--- config.mk ---
export PLATFORM = sky130hd
export DESIGN_NAME = sprite_plotter_flat
export DESIGN_NICKNAME = d
export VERILOG_FILES = /design/src/rtl/sprite_plotter_if.sv /design/src/rtl/sprite_plotter.sv /design/src/flat_wrapper.sv
export SDC_FILE = /design/constraint.sdc
export NUM_CORES = 1
export LEC_CHECK = 0
export CORE_UTILIZATION = 59
export CTS_BUF_LIST = sky130_fd_sc_hd__clkbuf_4 sky130_fd_sc_hd__clkbuf_8
export DETAILED_ROUTE_END_ITERATION = 12
export PLACE_DENSITY = 0.82
export SLEW_MARGIN = 20
export SYNTH_ARGS = -nofsm -noshare
export SYNTH_HDL_FRONTEND = slang
export SYNTH_SLANG_ARGS = --single-unit
--- constraint.sdc ---
create_clock -name clk -period 6.1 [get_ports clk]
set_input_delay 1.83 -clock clk [delete_from_list [all_inputs] [get_ports clk]]
set_output_delay 1.83 -clock clk [all_outputs]
set_load 0.01 [all_outputs]
--- src/rtl/sprite_plotter_if.sv ---
// Request/status, sprite ROM and VGA pixel signals between the pet FSM side and the sprite plotter.
// The master side raises requests and returns ROM data; the slave side is the plotter.
interface sprite_plotter_if #(
    parameter int ROM_AW = 12
);
    logic              plot_req;
    logic              move_req;
    logic [11:0]       draw_sel;
    logic [ROM_AW-1:0] rom_addr;
    logic [2:0]        rom_data;
    logic              plot_busy;
    logic              move_busy;
    logic              bubble_drawn;
    logic [7:0]        vga_x;
    logic [6:0]        vga_y;
    logic [2:0]        vga_colour;
    logic              vga_plot;

    modport master (
        output plot_req, move_req, draw_sel, rom_data,
        input  rom_addr, plot_busy, move_busy, bubble_drawn,
        input  vga_x, vga_y, vga_colour, vga_plot
    );

    modport slave (
        input  plot_req, move_req, draw_sel, rom_data,
        output rom_addr, plot_busy, move_busy, bubble_drawn,
        output vga_x, vga_y, vga_colour, vga_plot
    );
endinterface

--- src/rtl/sprite_plotter.sv ---
// Sprite plotter: sweeps a selected object's sprite ROM into VGA pixel writes, or animates it (erase/step/redraw).
// Latency: first pixel 2 cycles after a plot request, busy drops W*H+2 cycles after it.
// Backpressure: none; level requests are held until the block returns to idle, busy flags stay up meanwhile.
module sprite_plotter #(
    parameter int          X_SCREEN_PIXELS = 160,
    parameter int          Y_SCREEN_PIXELS = 120,
    parameter int          SPRITE_W        = 16,
    parameter int          SPRITE_H        = 16,
    parameter int          ROM_AW          = 12,
    parameter int          FRAME_TICKS     = 833333,
    parameter int          MOVE_STEPS      = 8,
    parameter logic [2:0]  BG_COLOUR       = 3'b011,
    parameter logic [95:0] ORIGIN_X        = {8'd130, 8'd130, 8'd40, 8'd40, 8'd100, 8'd96,
                                              8'd96, 8'd96, 8'd96, 8'd96, 8'd88, 8'd72},
    parameter logic [83:0] ORIGIN_Y        = {7'd80, 7'd80, 7'd80, 7'd80, 7'd50, 7'd30,
                                              7'd30, 7'd30, 7'd30, 7'd30, 7'd40, 7'd52}
) (
    input logic           clk,
    input logic           resetn,
    sprite_plotter_if.slave bus
);
    localparam int PXW = (SPRITE_W > 1) ? $clog2(SPRITE_W) : 1;
    localparam int PYW = (SPRITE_H > 1) ? $clog2(SPRITE_H) : 1;
    localparam int WCW = $clog2(FRAME_TICKS + 1);
    localparam int SCW = $clog2(MOVE_STEPS + 1);

    typedef enum logic [3:0] {
        S_IDLE, S_LOAD, S_DRAW, S_FLUSH, S_DONE,
        S_M_ERASE, S_M_STEP, S_M_DRAW, S_M_FLUSH, S_M_WAIT, S_MDONE
    } state_t;

    state_t         state, state_n;
    logic [11:0]    sel_q;
    logic [7:0]     ox;
    logic [6:0]     oy;
    logic [PXW-1:0] px;
    logic [PYW-1:0] py;
    logic [SCW-1:0] step_cnt;
    logic [WCW-1:0] wait_cnt;
    logic           vld_d, erase_d;
    logic [7:0]     x_d;
    logic [6:0]     y_d;

    logic [3:0]     in_idx, q_idx;
    logic           in_ok, q_ok, sweeping, px_last, sweep_last, on_screen;
    logic [8:0]     x_full;
    logic [7:0]     y_full;
    logic [7:0]     dx;
    logic [6:0]     dy;

    function automatic logic [3:0] sel_index(input logic [11:0] s);
        logic [3:0] r;
        r = '0;
        for (int i = 0; i < 12; i++)
            if (s[i]) r = 4'(i);
        return r;
    endfunction

    assign in_idx     = sel_index(bus.draw_sel);
    assign in_ok      = $onehot(bus.draw_sel);
    assign q_idx      = sel_index(sel_q);
    assign q_ok       = $onehot(sel_q);
    assign sweeping   = state inside {S_DRAW, S_M_DRAW, S_M_ERASE};
    assign px_last    = (px == PXW'(SPRITE_W - 1));
    assign sweep_last = px_last && (py == PYW'(SPRITE_H - 1));

    // Wide sums so a sprite straddling the right/bottom edge (or wrapped past 255) is clipped, not folded back.
    assign x_full    = {1'b0, ox} + 9'(px);
    assign y_full    = {1'b0, oy} + 8'(py);
    assign on_screen = (x_full < 9'(X_SCREEN_PIXELS)) && (y_full < 8'(Y_SCREEN_PIXELS));

    always_comb begin
        dx = '0;
        dy = '0;
        case (q_idx)
            4'd1:              dy = 7'h7f;
            4'd7, 4'd10, 4'd11: dx = 8'd2;
            4'd8:              dy = (step_cnt < SCW'(MOVE_STEPS / 2)) ? 7'h7e : 7'd2;
            4'd9:              dx = 8'hfe;
            default: ;
        endcase
    end

    always_comb begin
        state_n = state;
        case (state)
            S_IDLE: begin
                if (bus.move_req)      state_n = in_ok ? S_M_ERASE : S_MDONE;
                else if (bus.plot_req) state_n = in_ok ? S_LOAD : S_DONE;
            end
            S_LOAD:    state_n = S_DRAW;
            S_DRAW:    if (sweep_last) state_n = S_FLUSH;
            S_FLUSH:   state_n = S_DONE;
            S_DONE:    if (!bus.plot_req) state_n = S_IDLE;
            S_M_ERASE: if (sweep_last) state_n = S_M_STEP;
            S_M_STEP:  state_n = S_M_DRAW;
            S_M_DRAW:  if (sweep_last) state_n = S_M_FLUSH;
            S_M_FLUSH: state_n = S_M_WAIT;
            S_M_WAIT: begin
                if (wait_cnt == WCW'(FRAME_TICKS - 1))
                    state_n = (step_cnt < SCW'(MOVE_STEPS)) ? S_M_ERASE : S_MDONE;
            end
            S_MDONE:   if (!bus.move_req) state_n = S_IDLE;
            default:   state_n = S_IDLE;
        endcase
    end

    always_ff @(posedge clk) begin
        if (!resetn) begin
            state    <= S_IDLE;
            sel_q    <= '0;
            ox       <= '0;
            oy       <= '0;
            px       <= '0;
            py       <= '0;
            step_cnt <= '0;
            wait_cnt <= '0;
            vld_d    <= 1'b0;
            erase_d  <= 1'b0;
            x_d      <= '0;
            y_d      <= '0;
        end else begin
            state <= state_n;
            if (state == S_IDLE && (bus.move_req || bus.plot_req)) begin
                sel_q    <= bus.draw_sel;
                ox       <= ORIGIN_X[int'(in_idx) * 8 +: 8];
                oy       <= ORIGIN_Y[int'(in_idx) * 7 +: 7];
                step_cnt <= '0;
            end
            if (state == S_M_STEP) begin
                ox       <= ox + dx;
                oy       <= oy + dy;
                step_cnt <= step_cnt + SCW'(1);
            end
            wait_cnt <= (state == S_M_WAIT) ? wait_cnt + WCW'(1) : '0;
            // Counters idle at zero, so every sweep starts from the top-left pixel.
            if (sweeping) begin
                px <= px_last ? '0 : px + PXW'(1);
                if (px_last)
                    py <= (py == PYW'(SPRITE_H - 1)) ? '0 : py + PYW'(1);
            end else begin
                px <= '0;
                py <= '0;
            end
            vld_d   <= sweeping && on_screen;
            erase_d <= (state == S_M_ERASE);
            x_d     <= x_full[7:0];
            y_d     <= y_full[6:0];
        end
    end

    assign bus.rom_addr = ROM_AW'(int'(q_idx) * SPRITE_W * SPRITE_H + int'(py) * SPRITE_W + int'(px));

    // Colour and transparency come straight from the ROM output, which lines up with the registered coordinates.
    assign bus.vga_x      = x_d;
    assign bus.vga_y      = y_d;
    assign bus.vga_colour = vld_d ? (erase_d ? BG_COLOUR : bus.rom_data) : 3'b000;
    assign bus.vga_plot   = vld_d && (erase_d || (bus.rom_data != 3'b000));

    assign bus.plot_busy = resetn &&
        ((state == S_IDLE && bus.plot_req && !bus.move_req) ||
         (state inside {S_LOAD, S_DRAW, S_FLUSH}));
    assign bus.move_busy = resetn &&
        ((state == S_IDLE && bus.move_req) ||
         (state inside {S_M_ERASE, S_M_STEP, S_M_DRAW, S_M_FLUSH, S_M_WAIT}));
    assign bus.bubble_drawn = (state == S_DONE) && q_ok && (|sel_q[6:2]);
endmodule

--- src/flat_wrapper.sv ---
// flat-port wrapper written by rule: the top's interface ports become plain ports
module sprite_plotter_flat 
#(
    parameter int          X_SCREEN_PIXELS = 160,
    parameter int          Y_SCREEN_PIXELS = 120,
    parameter int          SPRITE_W        = 16,
    parameter int          SPRITE_H        = 16,
    parameter int          ROM_AW          = 12,
    parameter int          FRAME_TICKS     = 833333,
    parameter int          MOVE_STEPS      = 8,
    parameter logic [2:0]  BG_COLOUR       = 3'b011,
    parameter logic [95:0] ORIGIN_X        = {8'd130, 8'd130, 8'd40, 8'd40, 8'd100, 8'd96,
                                              8'd96, 8'd96, 8'd96, 8'd96, 8'd88, 8'd72},
    parameter logic [83:0] ORIGIN_Y        = {7'd80, 7'd80, 7'd80, 7'd80, 7'd50, 7'd30,
                                              7'd30, 7'd30, 7'd30, 7'd30, 7'd40, 7'd52}
)
  (clk, resetn, bus_plot_req, bus_move_req, bus_draw_sel, bus_rom_data, bus_rom_addr, bus_plot_busy, bus_move_busy, bus_bubble_drawn, bus_vga_x, bus_vga_y, bus_vga_colour, bus_vga_plot);
  sprite_plotter_if #(.ROM_AW(ROM_AW)) bus_i ();
  input logic clk;
  input logic resetn;
  input wire logic [$bits(bus_i.plot_req)-1:0] bus_plot_req;
  input wire logic [$bits(bus_i.move_req)-1:0] bus_move_req;
  input wire logic [$bits(bus_i.draw_sel)-1:0] bus_draw_sel;
  input wire logic [$bits(bus_i.rom_data)-1:0] bus_rom_data;
  output wire logic [$bits(bus_i.rom_addr)-1:0] bus_rom_addr;
  output wire logic [$bits(bus_i.plot_busy)-1:0] bus_plot_busy;
  output wire logic [$bits(bus_i.move_busy)-1:0] bus_move_busy;
  output wire logic [$bits(bus_i.bubble_drawn)-1:0] bus_bubble_drawn;
  output wire logic [$bits(bus_i.vga_x)-1:0] bus_vga_x;
  output wire logic [$bits(bus_i.vga_y)-1:0] bus_vga_y;
  output wire logic [$bits(bus_i.vga_colour)-1:0] bus_vga_colour;
  output wire logic [$bits(bus_i.vga_plot)-1:0] bus_vga_plot;
  assign bus_i.plot_req = bus_plot_req;
  assign bus_i.move_req = bus_move_req;
  assign bus_i.draw_sel = bus_draw_sel;
  assign bus_i.rom_data = bus_rom_data;
  assign bus_rom_addr = bus_i.rom_addr;
  assign bus_plot_busy = bus_i.plot_busy;
  assign bus_move_busy = bus_i.move_busy;
  assign bus_bubble_drawn = bus_i.bubble_drawn;
  assign bus_vga_x = bus_i.vga_x;
  assign bus_vga_y = bus_i.vga_y;
  assign bus_vga_colour = bus_i.vga_colour;
  assign bus_vga_plot = bus_i.vga_plot;
  sprite_plotter #(.X_SCREEN_PIXELS(X_SCREEN_PIXELS), .Y_SCREEN_PIXELS(Y_SCREEN_PIXELS), .SPRITE_W(SPRITE_W), .SPRITE_H(SPRITE_H), .ROM_AW(ROM_AW), .FRAME_TICKS(FRAME_TICKS), .MOVE_STEPS(MOVE_STEPS), .BG_COLOUR(BG_COLOUR), .ORIGIN_X(ORIGIN_X), .ORIGIN_Y(ORIGIN_Y)) u_core (.clk(clk), .resetn(resetn), .bus(bus_i));
endmodule
## Yosys cells after proc, flatten, opt, wreduce, memory -nomap -nowiden

Cells that the tools add are included.

- Add/sub/neg operators: 32
- Div/mod/pow operators: 0
- $lt $le $gt $ge: 4
- Reduce and logical (&&, ||, !) cells: 29
- Shift-type cells: 2
- Multipliers: 1
- Muxes and demuxes: 46
- Bitwise gates (word level): 2
- Equality and inequality tests: 28

Operators by type and width:

| kind | count |
|---|---|
| 96-bit by 8-bit indexed part select with 8-bit output (first input constant) | 1 |
| 4-bit 2-to-1 mux | 21 |
| 84-bit by 32-bit indexed part select with 7-bit output (first input constant) | 1 |
| 4-bit one-hot mux with 11 select lines | 1 |
| 4-bit adder | 10 |
| 4-bit == test (second input constant) | 9 |
| 3-bit 2-to-1 mux | 11 |
| 1-bit by 1-bit adder with 2-bit output | 12 |
| 7-bit 2-to-1 mux | 3 |
| 20-bit by 1-bit adder with 20-bit output (second input constant) | 1 |
| 20-bit == test (second input constant) | 1 |
| 4-bit by 3-bit == test with 1-bit output (second input constant) | 5 |
| 4-bit by 1-bit == test with 1-bit output (second input constant) | 4 |
| 8-bit 2-to-1 mux | 2 |
| 8-bit one-hot mux with 2 select lines | 1 |
| 7-bit one-hot mux with 2 select lines | 1 |
| 12-bit by 5-bit adder with 12-bit output | 1 |
| 12-bit by 8-bit adder with 12-bit output | 1 |
| 4-bit by 1-bit adder with 4-bit output (second input constant) | 3 |
| 1-bit logical AND | 12 |
| 8-bit by 4-bit adder with 9-bit output | 1 |
| 9-bit by 8-bit less-than comparator with 1-bit output (second input constant) | 1 |
| 3-bit nonzero test | 3 |
| 7-bit by 4-bit adder with 8-bit output | 1 |
| 22 further kinds | 37 |

- Input bits: 19
- Latch bits: 0
- Memory bits (writable): 0
- Memories kept: 0
- Output and inout port bits: 34
- Memory bits (read-only): 0
- Bits in registers: 80

## Longest topological paths before layout

Gate-level depths: netlist of run 1.

- Depth in word-level cells: 16
- Gate-level depth with buffers: 17
- Depth with buffers taken out: 17

## Worst setup path after synthesis of run 1

OpenSTA, ideal clock, no wires.

- Path type: input to register
- Start point: input port bus_draw_sel[2]
- End point: register u_core.state[2]
- Stages: 17
- Path slack: 0.760 ns
- Setup time: 0.123 ns
- Data arrival time: 5.217 ns
- Path through: inv_1 -> ha_1 -> inv_1 -> fa_1 -> inv_1 -> fa_1 -> fa_1 -> ha_1 -> inv_1 -> fa_1 -> xor2_1 -> nand4_1 -> ha_1 -> a211oi_1 -> o22ai_1 -> nand2_1 -> mux2i_1

- Cells in the longest elaborated chain, start to end: 9
- Elaborated cells on any way between the ends: 10

Ends and longest elaborated chain:

| item | RTL line | text |
|---|---|---|
| start, declared | flat_wrapper.sv:23 | `input wire logic [$bits(bus_i.draw_sel)-1:0] bus_draw_sel;` |
| 1-bit by 1-bit adder with 2-bit output (implied by the code) (*) | sprite_plotter.sv:60 | `assign in_ok = $onehot(bus.draw_sel);` |
| 4-bit adder (implied by the code) (*) (3 in series) | sprite_plotter.sv:60 |  |
| 4-bit by 1-bit == test with 1-bit output (*) | sprite_plotter.sv:60 |  |
| 3-bit 2-to-1 mux | sprite_plotter.sv:89 | `else if (bus.plot_req) state_n = in_ok ? S_LOAD : S_DONE;` |
| 4-bit 2-to-1 mux | sprite_plotter.sv:89 |  |
| 4-bit 2-to-1 mux (*) | sprite_plotter.sv:88 | `if (bus.move_req) state_n = in_ok ? S_M_ERASE : S_MDONE;` |
| 4-bit one-hot mux with 11 select lines (*) | sprite_plotter.sv:86 | `case (state)` |
| end signal, assigned | sprite_plotter.sv:123 | `state <= state_n;` |
| end, declared | sprite_plotter.sv:32 | `state_t state, state_n;` |

Every way passes the cells marked *; elsewhere a longest branch is shown, timed or not. The select of a mux whose other input is x is not followed.
A chain may end at the register's enable or synchronous reset.

## Final worst setup path of run 1

- Start point: register u_core.sel_q[9]
- End point: output port bus_bubble_drawn

- Cells in the longest elaborated chain, start to end: 6

Ends and longest elaborated chain:

| item | RTL line | text |
|---|---|---|
| start, declared | sprite_plotter.sv:33 | `logic [11:0] sel_q;` |
| start signal, assigned | sprite_plotter.sv:125 | `sel_q <= bus.draw_sel;` |
| 1-bit by 1-bit adder with 2-bit output (implied by the code) | sprite_plotter.sv:62 | `assign q_ok = $onehot(sel_q);` |
| 4-bit adder (implied by the code) (2 in series) | sprite_plotter.sv:62 |  |
| 4-bit by 1-bit == test with 1-bit output | sprite_plotter.sv:62 |  |
| 1-bit logical AND (2 in series) | sprite_plotter.sv:166 | `assign bus.bubble_drawn = (state == S_DONE) && q_ok && (\|sel_q[6:2]);` |
| end, declared | flat_wrapper.sv:28 | `output wire logic [$bits(bus_i.bubble_drawn)-1:0] bus_bubble_drawn;` |

No other way between the ends.

==> metrics.md, run 1 <==
| Metric | Value |
|---|---|
| Outcome | `completed` |
| Proportion of layout cells with a drive suffix above 1 | `0.0412` |
| Clock insertion delay at the later pin of the skew report | `360 ps` |
| Post-detailed-route wirelength per cell | `between 10 and 15 microns` |
| Hold Startpoint | `u_core.sel_q[0]$_SDFFE_PN0P_` |
| Die span in y | `slightly below 100 microns` |
| Sequential element share of the synthesized area | `0.297` |
| Top cell type's share of synthesized area | `0.297` |
| Die area | `~9400 sq um` |
| Final critical-path required period | `slightly below 6000 ps` |
| Sum of net half-perimeters after detailed placement | `around 9000 microns` |
| Final Slew Violations | `0` |
| Number of standard cells after synthesis | `631` |
| Count of boundary I/O pins | `between 50 and 60` |
| Flip-flop and latch count after synthesis | `between 70 and 80` |
| Clock tree from TritonCTS | `done` |
| CP Data Arrival Time | `~4100 ps` |
| Buffer cell driving the clock tree root | `sky130_fd_sc_hd__clkbuf_8` |
| Clock buffer count from CTS | `9` |
| Cell type with the highest aggregate area in the netlist | `sky130_fd_sc_hd__dfxtp_1` |
| Final Worst Setup Slack | `between 200 and 250 ps` |
| Count of flip-flops with a built-in enable after synthesis | `0` |
| Most common cell after layout, fill and taps aside | `sky130_fd_sc_hd__dfxtp_1` |
| Post-detailed-route via-to-cell ratio | `around 5.8` |
| CTS HTree Levels | `3` |
| Leak | `approximately 2.5 nW` |
| Critical Path Start Type | `flop` |
| Total count of hold-check failures in the final report | `0` |
| Area occupied by multi-input gates | `roughly 3500 sq um` |
| NumNets Final | `~760` |
| Number of detailed-routing iterations run before antenna repair | `4` |
| Aggregate global-route resource usage | `0.263` |
| Number of setup violations in the final report | `0` |
| Required time at the endpoint of the critical path | `4270 ps` |
| Antenna Violating Nets Remaining | `0` |
| Hold path cells | `2` |
| Drc violations | `0` |
| Max-capacitance violation count | `0` |
| Critical path capture point type | `output pin` |
| Worst IR drop on VDD | `0.000299 V` |
| CTS hold repair buffers | `0` |
| Global-route wire length before repair | `approximately 20000 microns` |
| Final wirelength | `11700 microns` |
| Syn Nets | `719` |
| Synthesis Warnings | `0` |
| Layout filler cell count | `between 700 and 800` |
| Iteration-0 DRC Markers | `~210` |
| Initial antenna violation count | `1` |
| Startpoint of the worst register-to-register path | `u_core.sel_q[4]$_SDFFE_PN0P_` |
| Final cell area excluding filler cells | `between 6000 and 7000 sq um` |
| Effective utilization at floorplan | `0.611` |
| Most used flip-flop cell after synthesis | `sky130_fd_sc_hd__dfxtp_1` |
| Portion of the clock cycle consumed by the worst path in the final layout | `0.966` |
| Setup repair after global routing missed its margin | `false` |
| Total power density per cell area | `366 nW/um^2` |
| Async set-reset flop share out of synthesis | `0` |
| Transition time of the tightest slew-check pin | `just under 800 ps` |
| Main area contributors after synthesis | `sky130_fd_sc_hd__dfxtp_1 30%, sky130_fd_sc_hd__ha_1 12%, sky130_fd_sc_hd__fa_1 6.4%` |
| Routability Congestion | `slightly below 0.9` |
| Area after detailed placement | `between 5000 and 6000 sq um` |
| Clock transition at the registers of the reported paths | `~80 ps` |
| Area inside the core boundary | `8720 sq um` |
| Share of the core filled with cells in the final layout | `0.705` |
| Post-synthesis cell type count | `63` |
| Cell area after synthesis | `around 5300 sq um` |
| Die width | `roughly 97 microns` |
| Number of standard-cell rows in the floorplan | `34` |
| Upper clock frequency limit | `170 MHz` |
| Total inserted antenna cells | `0` |
| P&R area growth vs syn | `15.2%` |
| Worst setup slack after placement | `-116 ps` |
| Total congestion overflow after global routing | `0` |
| Worst r2r path cells | `15` |
| Synthesized area per cell | `~8.5 sq um` |
| Number of vias after detailed routing | `about 4600` |
| Worst min-delay path category | `flop to flop` |
| Most frequent cells in the layout | `78 x sky130_fd_sc_hd__dfxtp_1, 64 x sky130_fd_sc_hd__nand2_1, 52 x sky130_fd_sc_hd__inv_1, 52 x sky130_fd_sc_hd__ha_1, 51 x sky130_fd_sc_hd__clkdlybuf4s50_1` |
| Launching instance or port of the critical path | `u_core.sel_q[9]$_SDFFE_PN0P_` |
| Clock Sink Count | `just under 80` |
| Deepest clock path buffer count | `2` |
| Number of global-route vias before repair | `between 4000 and 5000` |
| Worst Path Class, Setup | `flop to output pin` |
| I/O Buffers | `52` |
| CP max FO | `5` |
| Rel. slew slack | `0.481` |
| Sequential cell area | `~1600 sq um` |
| Largest net degree at the start of global routing | `between 40 and 50` |
| Post-route clock skew | `around 11 ps` |
==> critical path, stage by stage, from the launching register on <==
cell,delay (ps)
sky130_fd_sc_hd__dfxtp_1,410
sky130_fd_sc_hd__inv_1,70
sky130_fd_sc_hd__ha_1,270
sky130_fd_sc_hd__inv_1,50
sky130_fd_sc_hd__fa_1,510
sky130_fd_sc_hd__inv_1,60
sky130_fd_sc_hd__fa_1,490
sky130_fd_sc_hd__fa_1,540
sky130_fd_sc_hd__ha_1,180
sky130_fd_sc_hd__inv_1,60
sky130_fd_sc_hd__fa_1,380
sky130_fd_sc_hd__xnor2_1,150
sky130_fd_sc_hd__nor4_2,230
sky130_fd_sc_hd__dlygate4sd2_1,310
==> path summary, 6_finish.rpt <==
| check | endpoint | slack, ps |
|---|---|---|
| worst max-delay path | bus_bubble_drawn | 210 |
| worst min-delay path | u_core.sel_q[0]$_SDFFE_PN0P_ | 480 |
| worst max register to register | u_core.oy[6]$_SDFFE_PN0P_ | 2510 |
| worst min register to register | u_core.sel_q[0]$_SDFFE_PN0P_ | 480 |
==> repair_timing <==
action / in CTS / in global routing
setup buffers: 0 / 0
gates resized for setup: 1 / 2
cloned: 0 / 0
endpoints found under the setup margin: 1 / 1
==> cell usage after synthesis, drive strengths merged, types with 2 or more instances <==
library cell  instances
dfxtp                79
nand2                64
ha                   52
inv                  52
nor2                 50
a21oi                30
o21ai                28
xor2                 25
xnor2                19
nand3                18
and2                 17
fa                   17
a21boi               16
clkbuf               15
nor2b                12
nor3                 11
a21o                 10
buf                   9
a211oi                8
nand4                 8
and3                  7
nand2b                7
nor3b                 6
o21a                  6
mux2i                 5
o31ai                 5
or3                   5
o31a                  4
a221oi                3
a31oi                 3
and4                  3
nand3b                3
nor4                  3
nor4b                 3
o211ai                3
o221ai                3
o21bai                2
o311ai                2
==> cell type report <==
cell class	count	area share
clock buffer	9	0.0202
tap	108	0.0220
clock inverter	7	0.0167
timing repair buffer	56	0.0894
sequential	79	0.258
inverter	52	0.0318
multi-input combinational	476	0.562
==> cells by family after synthesis <==
family,after synthesis,synth area share
flip-flops,79,0.297
multiplexers,5,0.00939
AO/OA/AOI/OAI,137,0.172
buffers and inverters,76,0.0565
AND/OR/NAND/NOR,221,0.207
adder cells (fa/ha/maj),69,0.186
XOR/XNOR,44,0.0723
==> metal layers <==
layer / track usage / wire length [microns]
met4: 0.110 / 322
met2: 0.443 / 5650
met5: 0 / 13
met1: 0.325 / 5070
met3: 0.0561 / 619
==> state kept, by name, summed over array words and instances (netlist names) <==
| signal | count |
|---|---|
| u_core.px | 4 |
| u_core.sel_q | 12 |
| u_core.erase_d | 1 |
| u_core.vld_d | 1 |
| u_core.py | 4 |
| u_core.state | 4 |
| u_core.step_cnt | 4 |
| u_core.wait_cnt | 20 |
| u_core.bus.vga_x | 8 |
| u_core.ox | 7 |
| u_core.oy | 7 |
| u_core.bus.vga_y | 7 |
==> through the flow <==
step,setup TNS [ps],hold slack [ps],std cells,power (mW)
after CTS,0,491,787,2.26
after global placement,0,458,771,1.74
after floorplan,0,437,631,1.49
after global routing,0,528,787,2.43
after detailed placement,-121,472,771,1.81
final,0,484,787,2.25
==> power breakdown <==
group / switching, mW / total (mW) / internal [mW]
sequential: 0.0964 / 0.683 / 0.587
combinational: 0.621 / 1.13 / 0.506
clock: 0.207 / 0.442 / 0.235
No activity file was read; power rests on OpenSTA's default activity.
==> inputs of run 2 (changes only) <==
Settings changed: SKIP_LAST_GASP set to 1.
==> results of run 2 <==
The final DEF is identical to that of run 1; final timing and power are the same.
